$ cat src/rtl/gray_pkg.sv
// ---------------------------------------------------------------------------
// gray_pkg
// Shared definitions for the binary/Gray conversion blocks.
//   DEFAULT_WIDTH : default data width of the converter.
//   bin2gray      : binary -> Gray over the low w bits of a 32-bit word.
//   gray2bin      : Gray -> binary over the low w bits of a 32-bit word.
// Bits at or above w are forced to zero in both results.
// ---------------------------------------------------------------------------
package gray_pkg;

   localparam int DEFAULT_WIDTH = 4;

   // Builds a mask of w ones.
   // A shift by 32 would overflow a 32-bit word, so full width is handled
   // as a special case.
   function automatic logic [31:0] widthMask(input int w);
      logic [31:0] mask;
      if (w >= 32) begin
         mask = 32'hFFFF_FFFF;
      end else begin
         mask = (32'd1 << w) - 32'd1;
      end
      return mask;
   endfunction

   // Each Gray bit is the XOR of two neighbouring binary bits.
   function automatic logic [31:0] bin2gray(input logic [31:0] bin, input int w);
      logic [31:0] inBits;
      inBits = bin & widthMask(w);
      return (inBits ^ (inBits >> 1)) & widthMask(w);
   endfunction

   // Each binary bit is the XOR of all Gray bits at or above it.
   // Shift-doubling builds that prefix XOR in five passes.
   function automatic logic [31:0] gray2bin(input logic [31:0] gray, input int w);
      logic [31:0] d;
      d = gray & widthMask(w);
      for (int s = 1; s < 32; s = s * 2) begin
         d = d ^ (d >> s);
      end
      return d & widthMask(w);
   endfunction

endpackage

$ cat src/rtl/gray_to_binary.sv
// ---------------------------------------------------------------------------
// gray_to_binary
// Purely combinational Gray-to-binary decoder.
//   WIDTH  : data width in bits (2..32)
//   i_gray : Gray-coded input word
//   o_bin  : decoded binary word
// Bit i of the result is the XOR reduction of Gray bits WIDTH-1 down to i.
// Writing each bit as an independent reduction keeps the network free of
// bit-to-bit feedback within one vector.
// ---------------------------------------------------------------------------
module gray_to_binary
   import gray_pkg::*;
#(
   parameter int WIDTH = DEFAULT_WIDTH
) (
   input  logic [WIDTH-1:0] i_gray,
   output logic [WIDTH-1:0] o_bin
);

   for (genvar i = 0; i < WIDTH; i++) begin : genBit
      assign o_bin[i] = ^i_gray[WIDTH-1:i];
   end

endmodule

$ cat src/rtl/binary_to_gray_conv.sv
// ---------------------------------------------------------------------------
// binary_to_gray_conv
// Registered binary-to-Gray converter with an internal round-trip check.
//   WIDTH     : data width in bits (2..32)
//   clk       : rising-edge clock
//   rst       : asynchronous active-high reset
//   b         : binary input word, sampled when in_valid is high
//   in_valid  : qualifies b on this edge
//   g         : Gray code of the last accepted word
//   out_valid : g was refreshed by the previous edge
//   rt_err    : decode of g differed from its source word (one cycle later)
// ---------------------------------------------------------------------------
module binary_to_gray_conv
   import gray_pkg::*;
#(
   parameter int WIDTH = DEFAULT_WIDTH
) (
   input  logic             clk,
   input  logic             rst,
   input  logic [WIDTH-1:0] b,
   input  logic             in_valid,
   output logic [WIDTH-1:0] g,
   output logic             out_valid,
   output logic             rt_err
);

   logic [WIDTH-1:0] w_gNext;
   logic [WIDTH-1:0] w_decoded;
   logic             w_mismatch;

   logic [WIDTH-1:0] r_g;
   logic [WIDTH-1:0] r_bQ;
   logic             r_outValid;
   logic             r_rtErr;

   // Combinational encode of the incoming word.
   assign w_gNext = WIDTH'(bin2gray(32'(b), WIDTH));

   // Independent decoder used to confirm the registered code.
   gray_to_binary #(
      .WIDTH (WIDTH)
   ) uDecode (
      .i_gray (r_g),
      .o_bin  (w_decoded)
   );

   assign w_mismatch = r_outValid & (w_decoded != r_bQ);

   // Data path registers load only on accepted words.
   // b is never sampled while in_valid is low, so X there cannot reach g.
   always_ff @(posedge clk or posedge rst) begin
      if (rst) begin
         r_g  <= '0;
         r_bQ <= '0;
      end else if (in_valid) begin
         r_g  <= w_gNext;
         r_bQ <= b;
      end
   end

   // Valid follows in_valid by one edge; the error flag follows valid by one.
   always_ff @(posedge clk or posedge rst) begin
      if (rst) begin
         r_outValid <= 1'b0;
         r_rtErr    <= 1'b0;
      end else begin
         r_outValid <= in_valid;
         r_rtErr    <= w_mismatch;
      end
   end

   assign g         = r_g;
   assign out_valid = r_outValid;
   assign rt_err    = r_rtErr;

endmodule

$ cat config.mk
export PLATFORM = sky130hd
export DESIGN_NAME = binary_to_gray_conv
export DESIGN_NICKNAME = d
export VERILOG_FILES = /design/src/rtl/gray_pkg.sv /design/src/rtl/gray_to_binary.sv /design/src/rtl/binary_to_gray_conv.sv
export SDC_FILE = /design/constraint.sdc
export NUM_CORES = 1
export LEC_CHECK = 0
export BUFFER_PORTS_ARGS = -buffer_cell sky130_fd_sc_hd__buf_2
export CAP_MARGIN = 10
export CORE_AREA = 2 2 39 41
export CTS_CLUSTER_DIAMETER = 80
export DETAILED_ROUTE_END_ITERATION = 7
export DIE_AREA = 0 0 41 43
export REMOVE_ABC_BUFFERS = 1
export SYNTH_ARGS = -nofsm -noshare
export SYNTH_HDL_FRONTEND = slang
export SYNTH_SLANG_ARGS = --single-unit
$ cat constraint.sdc
create_clock -name clk -period 2.2 [get_ports clk]
set_input_delay 0.44 -clock clk [delete_from_list [all_inputs] [get_ports clk]]
set_output_delay 0.44 -clock clk [all_outputs]
set_load 0.01 [all_outputs]
Word level (Yosys, flattened, before mapping)
Index checks and enable logic that the tools add are counted.
{ "totals": {"reg_bits": 10, "latchBits": 0, "ram_bits": 0, "romBits": 0, "inputBits": 7, "out_inout_bits": 6, "wordCells": 10, "memories": 0} }
{ "op_classes": {"addsub": 0, "mul": 0, "n_div": 0, "n_lt_le_gt_ge": 0, "n_eq_ne": 1, "shifts": 0, "mux": 0, "n_bitwise": 2, "reduce_logical": 3} }
{ "op_table": {"columns": ["operator", "count"], "rows": [
  ["$ne A4 B4 Y1", 1],
  ["$reduce_xor A4 Y1", 1],
  ["$xor A4 B3 Y4", 1],
  ["$reduce_xor A3 Y1", 1],
  ["$reduce_xor A2 Y1", 1],
  ["$and A1 B1 Y1", 1]
]} }

Depth between registers and ports, before layout
{ "depth": {"ltp_word": 3, "ltp_mapped": 3, "mapped_depth_nobuf": 3} }

Modules after synthesis
Synthesis repeated with hierarchy kept, for this count alone.
{ "unflattened": {"cells_unflattened": 35, "hier_area_um2": 435.4} }
{ "modules_own_cells": {"columns": ["mod", "instances", "cells_per_inst", "area_each_um2", "seq_area_each_um2"], "rows": [
  ["binary_to_gray_conv", 1, 30, 385.4, 225.2],
  ["gray_to_binary", 1, 5, 50.0, 0.0]
]} }

Worst setup path after synthesis
No wires, ideal clock.
{ "synth_path": {"kind": "register to register", "startpoint": "reg r_g[0], in the netlist g[0]", "endpoint": "reg r_rtErr, in the netlist rt_err", "setup_time_ns": 0.123, "t_arrival_ns": 1.027, "t_required_ns": 2.077, "setup_slack_ns": 1.050, "path_stages_with_launch": 4, "n_path_buf": 0, "period_less_slack_ns": 1.150, "path_cell_list": "dfrtp_1 -> xor2_1 -> or2_2 -> o221a_1"} }
{ "synth_via": {"elab_chain_len": 3} }
{ "synth_lines": {"columns": ["element", "line_no", "source"], "rows": [
  ["from (decl)", "binary_to_gray_conv.sv:31", "logic [WIDTH-1:0] r_g;"],
  ["from (signal assigned)", "binary_to_gray_conv.sv:56", "r_g <= w_gNext;"],
  ["$reduce_xor A4 Y1", "gray_to_binary.sv:21", "assign o_bin[i] = ^i_gray[WIDTH-1:i];"],
  ["$ne A4 B4 Y1", "binary_to_gray_conv.sv:47", "assign w_mismatch = r_outValid & (w_decoded != r_bQ);"],
  ["$and A1 B1 Y1", "binary_to_gray_conv.sv:47", null],
  ["net w_mismatch", "binary_to_gray_conv.sv:29", "logic w_mismatch;"],
  ["to (signal assigned)", "binary_to_gray_conv.sv:68", "r_rtErr <= w_mismatch;"],
  ["to (decl)", "binary_to_gray_conv.sv:34", "logic r_rtErr;"]
]} }
The timed path passes the listed nets, and every way through them passes these cells.
A chain may end at the register's enable or synchronous reset.

Worst setup path in the final report
{ "layout_path": {"startpoint": "reg r_g[1], in the netlist g[1]", "endpoint": "out g[1]"} }
{ "layout_rtl": {"columns": ["element", "line_no", "source"], "rows": [
  ["to (decl)", "binary_to_gray_conv.sv:22", "output logic [WIDTH-1:0] g,"]
]} }
No word-level cell between the ends.

==> flow_summary.yaml <==
outcome:
  status: "complete, no violations"
worst_setup_path:
  cp_data_required_time_ps: 1760
  crit_path_max_incr_delay_ps: 420
  cpMaxStageDelayCell: "dfrtp_1"
  path_buf_inv: 1
  crit_path_end_kind: "output pin"
  path_delay_family: "flip-flops"
  worstPathMaxFanout: 6
  start_kind: "flip-flop"
  path_class: "flip-flop to output pin"
  crit_chain: "buf_2"
  worstPathArrival_ps: 830
run:
  max_cap_violations: 0
sta:
  setup_viol: 0
  tns_ps: 0
  slew_headroom: 0.761
  finalHoldViolCount: 0
  skew_ps: 0.268
  fmax_mhz: 785
  layout_min_cycle_time_ps: 1270
  period_share: 0.579
  slew_violations: 0
  rsz0062_at_grt: "false"
  tightest_slew_ps: 358
detailed_routing:
  drt-initial-drc-count: 2
  ant_nets: 0
  routed-via-count: 294
  top_layer: "met3"
  routed_via_density: 4.45
  drc: 0
  drt_wl_total_um: 708
  drt-met1-wl_um: 324
  wl_met3_um: 31
  wl_met2_um: 352
  dr.pass1.iters: 2
  wl_per_cell_um: 10.7
yosys:
  seq_area_frac_synth: 0.526
  synth_compound_area_frac: 0.0614
  ys_types: 16
  ys_ff_latch: 9
  synthSimpleGateAreaFrac: 0.102
  synth_cells: 36
  synthMuxAreaShare: 0.152
  synth_top_family_by_area: "multiplexers"
  synth_xor_area_frac: 0.120
  yosysWarnings: 0
  synth_area_um2: 428
  synth_fa_ha_area_frac: 0
  avgSynthCellArea_um2: 11.9
final_layout:
  nets: 58
  n_antenna_cell: 0
  final_cell_mix: "12 x buf_2, 9 x dfrtp_1, 4 x mux2_2, 4 x nor2_1"
  fillCellCount: 148
  final_common_cell: "buf_2"
  area_growth_pct: 21.9
  layout-drive-gt1-share: 0.420
global_routing:
  grt_pass1_vias: 290
  grt.total_usage: 0.110
  grt-ovfl-total: 0
  antenna_found_initial: 0
  grt_max_degree: 12
  grt_pass1_wl_mm: 1.27
die:
  rows: 14
  initial_core_util: 0.309
  die_h_um: 43
  fp.dieArea_um2: 1760
  die_w_um: 41
  ios: 13
  coreArea_um2: 1380
power:
  power_density_nw_per_um2: 775
  seqPwrFrac: 0.489
  finalPower_uw: 404
  p_switching_uw: 108
  p_int_uw: 297
  p_clk_frac: 0.311
  p_comb_frac: 0.200
  leakagePower_nw: 0.241
  vdd_drop_max_v: 0.000333
  swShare: 0.266
clock_network:
  post_cts_buffers: 0
  clock_latency_ps: 250
  cts_buffers: 3
  cts_tree: "yes"
  clk_pin_slew_ps: 60
  cts_hold_buf: 0
  root_buffer: "clkbuf_4"
  htree_levels: 1
  cts.sinks: 9
  clockBufferDepth: 2
  cts_resized: 0
place:
  dp_hpwl_um: 531
  gp_congestion: 0.675
  port_buffers: 12
min_path:
  hold_path_class: "input port to asynchronous set/reset pin"
[power groups by stage]
stage / Clock (mW) / Combinational [mW] / Sequential [mW]
after global routing: 0.141 / 0.0906 / 0.202
after CTS: 0.132 / 0.0829 / 0.198
after global placement: 0 / 0.0806 / 0.201
after floorplan: 0 / 0.0481 / 0.205
final: 0.126 / 0.0809 / 0.198
after detailed placement: 0 / 0.0823 / 0.201
[sequential cells by signal (all words and copies together) (netlist names)]
name / flops
g: 4
out_valid: 1
rt_err: 1
r_bQ: 3
[cells in the mapped netlist (all sizes together)]
cell | n | area [um^2]
a21oi | 3 | 15.0
and2 | 1 | 6.26
buf | 2 | 12.5
dfrtp | 9 | 225
inv | 1 | 3.75
mux2 | 4 | 45.0
mux2i | 2 | 20.0
nand2 | 1 | 3.75
nor2 | 4 | 15.0
nor2b | 2 | 12.5
o221a | 1 | 11.3
or2 | 1 | 6.26
xnor2 | 4 | 42.6
xor2 | 1 | 8.76
[stage by stage]
stage,hold WS [ps],instances,area [um^2],worst slack [ps],util
floorplan,268,34,415,1050,-
global placement,420,62,495,1070,0.358
detailed placement,417,62,495,1070,0.358
CTS,140,66,522,912,0.377
global route,171,66,522,879,0.377
finish,139,66,522,926,0.377
[worst paths after layout]
kind	cells after the start	endpoint	slack, ps	start
max	1	g[1]	930	g[1]$_DFFE_PP0P_
min	2	out_valid$_DFF_PP0_	140	rst
max reg2reg	3	rt_err$_DFF_PP0_	1060	r_bQ[0]$_DFFE_PP0P_
min reg2reg	1	rt_err$_DFF_PP0_	530	out_valid$_DFF_PP0_
max in group asynchronous	2	r_bQ[2]$_DFFE_PP0P_	1800	rst
min in group clk	1	out_valid$_DFF_PP0_	420	in_valid
[cell families after synthesis]
family          after synthesis
flops                         9
simple gates                  9
mux                           6
xor+xnor                      5
compound gates                4
buf+inv                       3
[cell type report]
class / count / area [um^2] / area share
Multi-Input combinational cell: 24 / 186 / 0.357
Sequential cell: 9 / 225 / 0.432
Timing Repair Buffer: 12 / 60.1 / 0.115
Tap cell: 16 / 20.0 / 0.0384
Clock buffer: 4 / 26.3 / 0.0504
Inverter: 1 / 3.75 / 0.00719
[metal layers]
| metal | up-vias | track usage |
|---|---|---|
| met5 | - | 0 |
| met4 | 0 | 0.0600 |
| met3 | 0 | 0.0471 |
| met2 | 4 | 0.150 |
| met1 | 142 | 0.142 |
| li1 | 148 | - |
Note: power is estimated with default switching activity, not from simulation.
